--- src/rtl/scalar_div_sched.sv ---
// scalar_div_sched
//   Shares one scalar_div decode unit between two decryption lanes. It picks a
//   lane round-robin, clears the decoder, pulses start, and streams the granted
//   lane's N coefficients into the decoder's STORE window. It then waits out
//   the decoder's compute phase and returns the N decoded bits to that lane,
//   tagged with the lane id and a last flag.
// Ports
//   clk, reset        clock; synchronous active-low reset (0 = reset)
//   req[1:0]          per-lane job request (level)
//   grant[1:0]        one-hot decoder owner, held for the whole job
//   coef_in0/1        lane coefficients
//   coef_vld[1:0]     per-lane coefficient valid
//   coef_rdy[1:0]     granted lane ready, LOAD only
//   dec_rst           decoder reset (active-high)
//   dec_start         decoder start pulse
//   dec_a             decoder coefficient input
//   dec_msg           decoder message bit
//   msg_valid/bit/last/id  decoded bit stream back to the lanes
//   busy              high in every state except IDLE
//   err_underrun      sticky: a LOAD slot saw coef_vld low on the granted lane
module scalar_div_sched #(
  parameter int N     = 1024,
  parameter int W     = 30,
  parameter int CNT_W = 10
) (
  input  logic         clk,
  input  logic         reset,
  input  logic [1:0]   req,
  output logic [1:0]   grant,
  input  logic [W-1:0] coef_in0,
  input  logic [W-1:0] coef_in1,
  input  logic [1:0]   coef_vld,
  output logic [1:0]   coef_rdy,
  output logic         dec_rst,
  output logic         dec_start,
  output logic [W-1:0] dec_a,
  input  logic         dec_msg,
  output logic         msg_valid,
  output logic         msg_bit,
  output logic         msg_last,
  output logic         msg_id,
  output logic         busy,
  output logic         err_underrun
);

  typedef enum logic [2:0] {IDLE, CLEAR, DSTART, LOAD, WAIT, DRAIN} state_e;

  // Counter is one bit wider than log2(N) so WAIT can count 0..N.
  localparam logic [CNT_W:0] CNT_LAST = (CNT_W+1)'(N - 1);
  localparam logic [CNT_W:0] CNT_WAIT = (CNT_W+1)'(N);

  state_e         state_q;
  logic [CNT_W:0] cnt_q;
  logic           rr_q;      // lane that wins when both request
  logic [1:0]     grant_q;
  logic           gid_q;     // granted lane id
  logic           err_q;

  logic pick_d;
  logic vld_g;

  assign pick_d = (req == 2'b11) ? rr_q : req[1];
  assign vld_g  = gid_q ? coef_vld[1] : coef_vld[0];

  always_ff @(posedge clk) begin
    if (!reset) begin
      state_q <= IDLE;
      cnt_q   <= '0;
      rr_q    <= 1'b0;
      grant_q <= 2'b00;
      gid_q   <= 1'b0;
      err_q   <= 1'b0;
    end else begin
      case (state_q)
        IDLE: if (|req) begin
          gid_q   <= pick_d;
          grant_q <= pick_d ? 2'b10 : 2'b01;
          state_q <= CLEAR;
        end
        CLEAR:  state_q <= DSTART;
        DSTART: begin
          cnt_q   <= '0;
          state_q <= LOAD;
        end
        LOAD: begin
          // The decoder samples every cycle, so a missing coefficient is
          // only flagged, never stalled on.
          if (!vld_g) err_q <= 1'b1;
          if (cnt_q == CNT_LAST) begin
            cnt_q   <= '0;
            state_q <= WAIT;
          end else begin
            cnt_q <= cnt_q + 1'b1;
          end
        end
        WAIT: begin
          // N+1 cycles: decoder compute plus its output register.
          if (cnt_q == CNT_WAIT) begin
            cnt_q   <= '0;
            state_q <= DRAIN;
          end else begin
            cnt_q <= cnt_q + 1'b1;
          end
        end
        DRAIN: begin
          if (cnt_q == CNT_LAST) begin
            cnt_q   <= '0;
            grant_q <= 2'b00;
            rr_q    <= ~gid_q;
            state_q <= IDLE;
          end else begin
            cnt_q <= cnt_q + 1'b1;
          end
        end
        default: state_q <= IDLE;
      endcase
    end
  end

  // Outputs decode the registered state only (plus the coefficient mux).
  assign grant        = grant_q;
  assign busy         = (state_q != IDLE);
  assign coef_rdy     = (state_q == LOAD) ? grant_q : 2'b00;
  assign dec_a        = (state_q == LOAD) ? (gid_q ? coef_in1 : coef_in0) : '0;
  assign dec_start    = (state_q == DSTART);
  assign dec_rst      = !reset || (state_q == CLEAR);
  assign msg_valid    = (state_q == DRAIN);
  assign msg_bit      = (state_q == DRAIN) && dec_msg;
  assign msg_last     = (state_q == DRAIN) && (cnt_q == CNT_LAST);
  assign msg_id       = (state_q == DRAIN) && gid_q;
  assign err_underrun = err_q;

endmodule
--- config.mk ---
export PLATFORM = sky130hd
export DESIGN_NAME = scalar_div_sched
export DESIGN_NICKNAME = d
export VERILOG_FILES = /design/src/rtl/scalar_div_sched.sv
export SDC_FILE = /design/constraint.sdc
export NUM_CORES = 1
export LEC_CHECK = 0
export CAP_MARGIN = 20
export CORE_MARGIN = 2
export CORE_UTILIZATION = 36
export DETAILED_ROUTE_END_ITERATION = 16
export PLACE_DENSITY = 0.79
export SYNTH_ARGS = -nofsm -noshare
export SYNTH_HDL_FRONTEND = slang
export SYNTH_SLANG_ARGS = --single-unit
--- constraint.sdc ---
create_clock -name clk -period 2.5 [get_ports clk]
set_clock_uncertainty 0.2 [all_clocks]
set_input_delay 0.25 -clock clk [delete_from_list [all_inputs] [get_ports clk]]
set_output_delay 0.25 -clock clk [all_outputs]
set_load 0.02 [all_outputs]
# Word-level counts from Yosys, hierarchy flattened
# Cells that the tools add are included.
# word_totals
ff_bits,19
output_inout_bits,42
word_cells,54
# classes
n_addsub,1
n_eq_ne,12
n_mux,17
n_bitwise,2
reduce_logical,16
# ops
op,n
two-way mux 30 bit,2
case mux 11 bit (3 select lines),1
two-way mux 11 bit,2
case mux 3 bit (6 select lines),1
two-way mux 3 bit,4
"adder 11 x 1 -> 11 bit, second input constant",1
"== test 11 x 10 -> 1 bit, second input constant",1
"== test 11 bit, second input constant",1
two-way mux 2 bit,4
"== test 3 x 2 -> 1 bit, second input constant",2
"== test 3 bit, second input constant",2
"inequality test 2 bit, second input constant",3
AND reduction 2 bit,3
nonzero test 3 bit,2
case mux 2 bit (2 select lines),1
AND reduction 4 bit,1
OR reduction 2 bit,2
"== test 3 x 1 -> 1 bit, second input constant",1
logical AND 1 bit,3
zero test 3 bit,1
AND reduction 3 bit,1
"== test 2 bit, second input constant",1
two-way mux 1 bit,2
"inequality test 2 x 1 -> 1 bit, second input constant",1
4 further kinds,5

# Logic depth before layout (Yosys ltp)
# depth
depth_word,5
mapped_depth,7
depth_no_buf,7

# Least setup slack after synthesis
# OpenSTA, ideal clock, no wires.
# synth_path
path_type,flip-flop to output port
start,register cnt_q[0]
end,output port msg_last
arrival_time_ns,1.670
required_ns,2.050
setup_slack_ns,0.380
path_stages_with_launch,5
n_path_buf,0
path_cell_list,dfxtp_1 ha_1 nand3_1 or3_1 nor3_1
# synth_between
elab_chain_cells,2
# synth_rtl
element,line,rtl
start: declaration,53,logic [CNT_W:0] cnt_q;
start signal: assignment,93,cnt_q <= cnt_q + 1'b1;
start signal: assignment,102,cnt_q <= cnt_q + 1'b1;
start signal: assignment,112,cnt_q <= cnt_q + 1'b1;
== test 11 x 10 -> 1 bit,129,assign msg_last = (state_q == DRAIN) && (cnt_q == CNT_LAST);
logical AND 1 bit,129,
end: declaration,40,"output logic msg_last,"
# Every way passes these cells.

# Worst setup path after layout
# layout_path
start,register state_q[0]
end,output port dec_rst
# layout_between
elab_chain_cells,2
# layout_rtl
element,line,rtl
start: declaration,52,state_e state_q;
start signal: assignment,67,state_q <= IDLE;
start signal: assignment,78,state_q <= CLEAR;
start signal: assignment,80,CLEAR: state_q <= DSTART;
== test 3 x 1 -> 1 bit,126,assign dec_rst = !reset || (state_q == CLEAR);
logical OR 1 bit,126,
end: declaration,34,"output logic dec_rst,"
# Every way passes these cells.

==> results.py <==
metrics = {
    "run_status": {
        "status": "complete, no violations",
    },
    "floorplan": {
        "die_area_um2": 4980,
        "fp.dieH_um": 70.6,
        "boundaryPins": 109,
        "rows": 24,
        "initial_core_util_pct": 36.9,
        "core-area_um2": 4320,
        "die_w_um": 70.6,
    },
    "yosys": {
        "avgSynthCellArea_um2": 7.42,
        "synthDistinctLibCells": 46,
        "synth_mux_area_share_pct": 19.5,
        "synth-compound-area-share_pct": 16.1,
        "synth_nets": 284,
        "yosys.area_share.simple_pct": 32.1,
        "ys_seq_elements": 19,
        "synth_xor_area_share_pct": 2.20,
        "yosys_warnings": 0,
        "synth_top_flop_cell": "dfxtp_1",
        "synth_top_family_by_area": "simple AND/OR/NAND/NOR gates",
        "ys_seq_area_share_pct": 23.8,
        "synthCells": 215,
        "netlist_area_um2": 1600,
        "ys_async_sr_fraction_pct": 0,
        "synth_edf_count": 0,
        "synth_fa_ha_area_share_pct": 1.57,
    },
    "place": {
        "gp_congestion": 0.866,
        "port_buffers": 108,
        "dp_hpwl_um": 4570,
    },
    "sta": {
        "finalSetupTns_ns": 0,
        "slew_headroom_pct": 70.1,
        "setup_violations": 0,
        "hold_violations": 0,
        "timing.final.max_slew_violations": 0,
        "min_period_ns": 2.42,
        "tightest_slew_ns": 0.437,
        "timing.hold.ws_ns": 0.267,
        "fin_crit_sh_pct": 96.6,
        "clock.fmax_mhz": 414,
        "rsz0062_at_grt": "false",
    },
    "setup_path": {
        "critical_path_cell_count": 3,
        "crit_chain": "or3b_2 > nand2_1 > clkdlybuf4s50_1",
        "reg2reg_depth": 6,
        "cp_max_fo": 11,
        "timing.rr.start": "cnt_q[7]$_SDFFE_PN0P_",
        "worstSetupEndpointType": "primary output",
        "startpoint": "state_q[0]$_SDFFE_PN0P_",
        "arrival_ns": 1.97,
        "worstSetupStartpointType": "flip-flop",
        "worstSetupPathType": "reg2out",
        "reg2reg_slack_ns": 0.27,
        "slowest_delay_ns": 0.60,
        "cp_top_family": "buffers and inverters",
        "cpMaxStageDelayCell": "clkdlybuf4s50_1",
        "cp_num_buf_inv": 1,
        "required_ns": 2.05,
    },
    "clock_network": {
        "cts_max_path_buffers": 2,
        "cts_buffers": 3,
        "htreeDepth": 1,
        "clock-sinks": 19,
        "clockRootBuffer": "clkbuf_8",
        "cts_tree": "yes",
        "path_clk_slew_ns": 0.07,
        "clock_latency_ns": 0.25,
    },
    "global_routing": {
        "met1_usage_pct": 27.7,
        "grt_usage_pct": 22.5,
        "busiest_layer": "met2",
        "grtUsageMet3_pct": 3.13,
        "grt_remaining_overflow": 0,
        "antenna_found_initial": 0,
        "grt_max_degree": 23,
        "first_global_vias": 1888,
        "grtUsageMet2_pct": 40.3,
        "grt_pass1_wl_um": 9210,
    },
    "pwr": {
        "irDropWorstVdd_mv": 0.243,
        "p_leak_uw": 0.00104,
        "swShare_pct": 31.7,
        "combPwrFrac_pct": 43.0,
        "p_total_uw": 979,
        "power_frac_seq_pct": 35.2,
        "power.density_nw_per_um2": 338,
        "net-switching-power_uw": 310,
        "clock_power_share_pct": 21.9,
        "internal-power_uw": 669,
    },
    "routing": {
        "wl_per_cell_um": 14.8,
        "route.vias.total": 1973,
        "drc": 0,
        "dr.first_iter.drc_count": 55,
        "drtAntennaViolNets": 0,
        "wl_um": 5690,
        "drt_first_pass_iters": 4,
        "via_per_inst": 5.14,
    },
    "layout": {
        "areaGrowthSynthToFinish_pct": 81.4,
        "num_antenna_cells": 0,
        "drive_gt1_share_pct": 8.43,
        "fin_nets": 402,
    },
    "hold_path": {
        "hp-start": "rr_q$_SDFFE_PN0P_",
        "holdPathStages": 2,
        "hold_class": "reg2reg",
    },
    "job": {
        "maxCapViolCount": 0,
    },
}
[sequential cells by signal, summed over array words and instances, names as in the netlist]
register and count:
rr_q 1, err_underrun 1, grant 2, state_q 3
cnt_q 11, gid_q 1
[path summary, 6_finish.rpt]
path                                         endpoint
worst min-delay path                rr_q$_SDFFE_PN0P_
worst max register to register  cnt_q[7]$_SDFFE_PN0P_
worst min register to register      rr_q$_SDFFE_PN0P_
worst max-delay path                          dec_rst
[metal layers]
metal / up-vias / share of wire, %
li1: 990 / -
met1: 884 / 41
met2: 84 / 50
met3: 15 / 6.7
met4: 0 / 2.7
met5: - / 0
[per-stage QoR]
step | utilization, % | area [µm²] | worst slack [ns] | instances
6_report | 66.9 | 2890 | 0.0840 | 384
3_5_place_dp | 65.9 | 2850 | 0.181 | 380
3_3_place_gp | 65.9 | 2850 | 0.179 | 380
4_1_cts | 66.9 | 2890 | 0.0742 | 384
2_1_floorplan | - | 1600 | 0.380 | 215
5_1_grt | 66.9 | 2890 | 0.00342 | 384
[power by group through the flow]
stage,Sequential [µW],Combinational (µW),Clock (µW)
2_1_floorplan,339,205,0
3_3_place_gp,350,413,0
3_5_place_dp,350,420,0
4_1_cts,343,421,217
5_1_grt,348,449,233
6_report,344,421,214
[synthesized netlist by cell type, types with 2 or more instances]
cell      instances  area, µm²
a31oi_1           5       31.3
o22ai_1           3       18.8
dfxtp_1          19        380
nand3_1           8       40.0
nand2b_1          2       12.5
nand2_1          21       78.8
mux2i_1          31        310
nand4_1           2       12.5
ha_1              2       25.0
buf_1             2       7.51
clkbuf_1          9       33.8
and2_1            3       18.8
inv_1             7       26.3
nand3b_1          2       15.0
a21boi_0          2       15.0
a22oi_1           3       22.5
nor2b_1           6       37.5
o21ai_0           3       15.0
xor2_1            3       26.3
a21oi_1           6       30.0
nor2_1           42        158
or2_0             2       12.5
or3_1             2       12.5
o31ai_1           2       15.0
nor3b_1           2       15.0
nor3_1            5       25.0
o21ai_1           2       10.0
[kinds of logic after synthesis]
family,count (synthesis)
adder cells (fa/ha/maj),2
flip-flops,19
multiplexers,31
buffers and inverters,20
XOR/XNOR,4
AO/OA/AOI/OAI,35
AND/OR/NAND/NOR,104
[layout by cell type (no fill, tap or decap), types with 2 or more instances in the layout]
| cell | n |
|---|---|
| clkdlybuf4s50_1 | 107 |
| nor2_1 | 42 |
| mux2i_1 | 31 |
| nand2_1 | 21 |
| dfxtp_1 | 17 |
| buf_4 | 15 |
| nand3_1 | 8 |
| inv_1 | 7 |
| a21oi_1 | 6 |
| nor2b_1 | 6 |
| nor3_1 | 5 |
| a31oi_1 | 5 |
| and2_1 | 3 |
| xor2_1 | 3 |
| o21ai_0 | 3 |
| o22ai_1 | 3 |
| a22oi_1 | 3 |
| clkbuf_8 | 3 |
| nand4_1 | 2 |
| or3_1 | 2 |
| nand3b_1 | 2 |
| o31ai_1 | 2 |
| o21ai_1 | 2 |
| or2_0 | 2 |
| nand2b_1 | 2 |
| nor3b_1 | 2 |
| a21boi_0 | 2 |
| ha_1 | 2 |
| dfxtp_2 | 2 |
| buf_12 | 2 |
[area by class of cell]
type                       instances  area (µm²)
fill                             367        1430
sequential                        19         383
multi-input combinational        176        1140
inverter                           8        30.0
clock buffer                       4        45.0
timing repair buffer             125        1230
tap                               52        65.1
[worst reg2reg max path, stage by stage, from the launching register on]
cell and delay, ns:
dfxtp_1 0.32, buf_4 0.16, or4_4 0.55, o311a_4 0.34, o21bai_4 0.23, a22oi_1 0.21
nor2b_1 0.10
[what timing repair did]
action / CTS / global route
buffers inserted: 0 / 0
endpoints found under the setup margin: 1 / 11
resized for setup: 1 / 1
endpoints found under the hold margin: 0 / 0
hold buffers: 0 / 0
(Power assumes the default switching activity.)
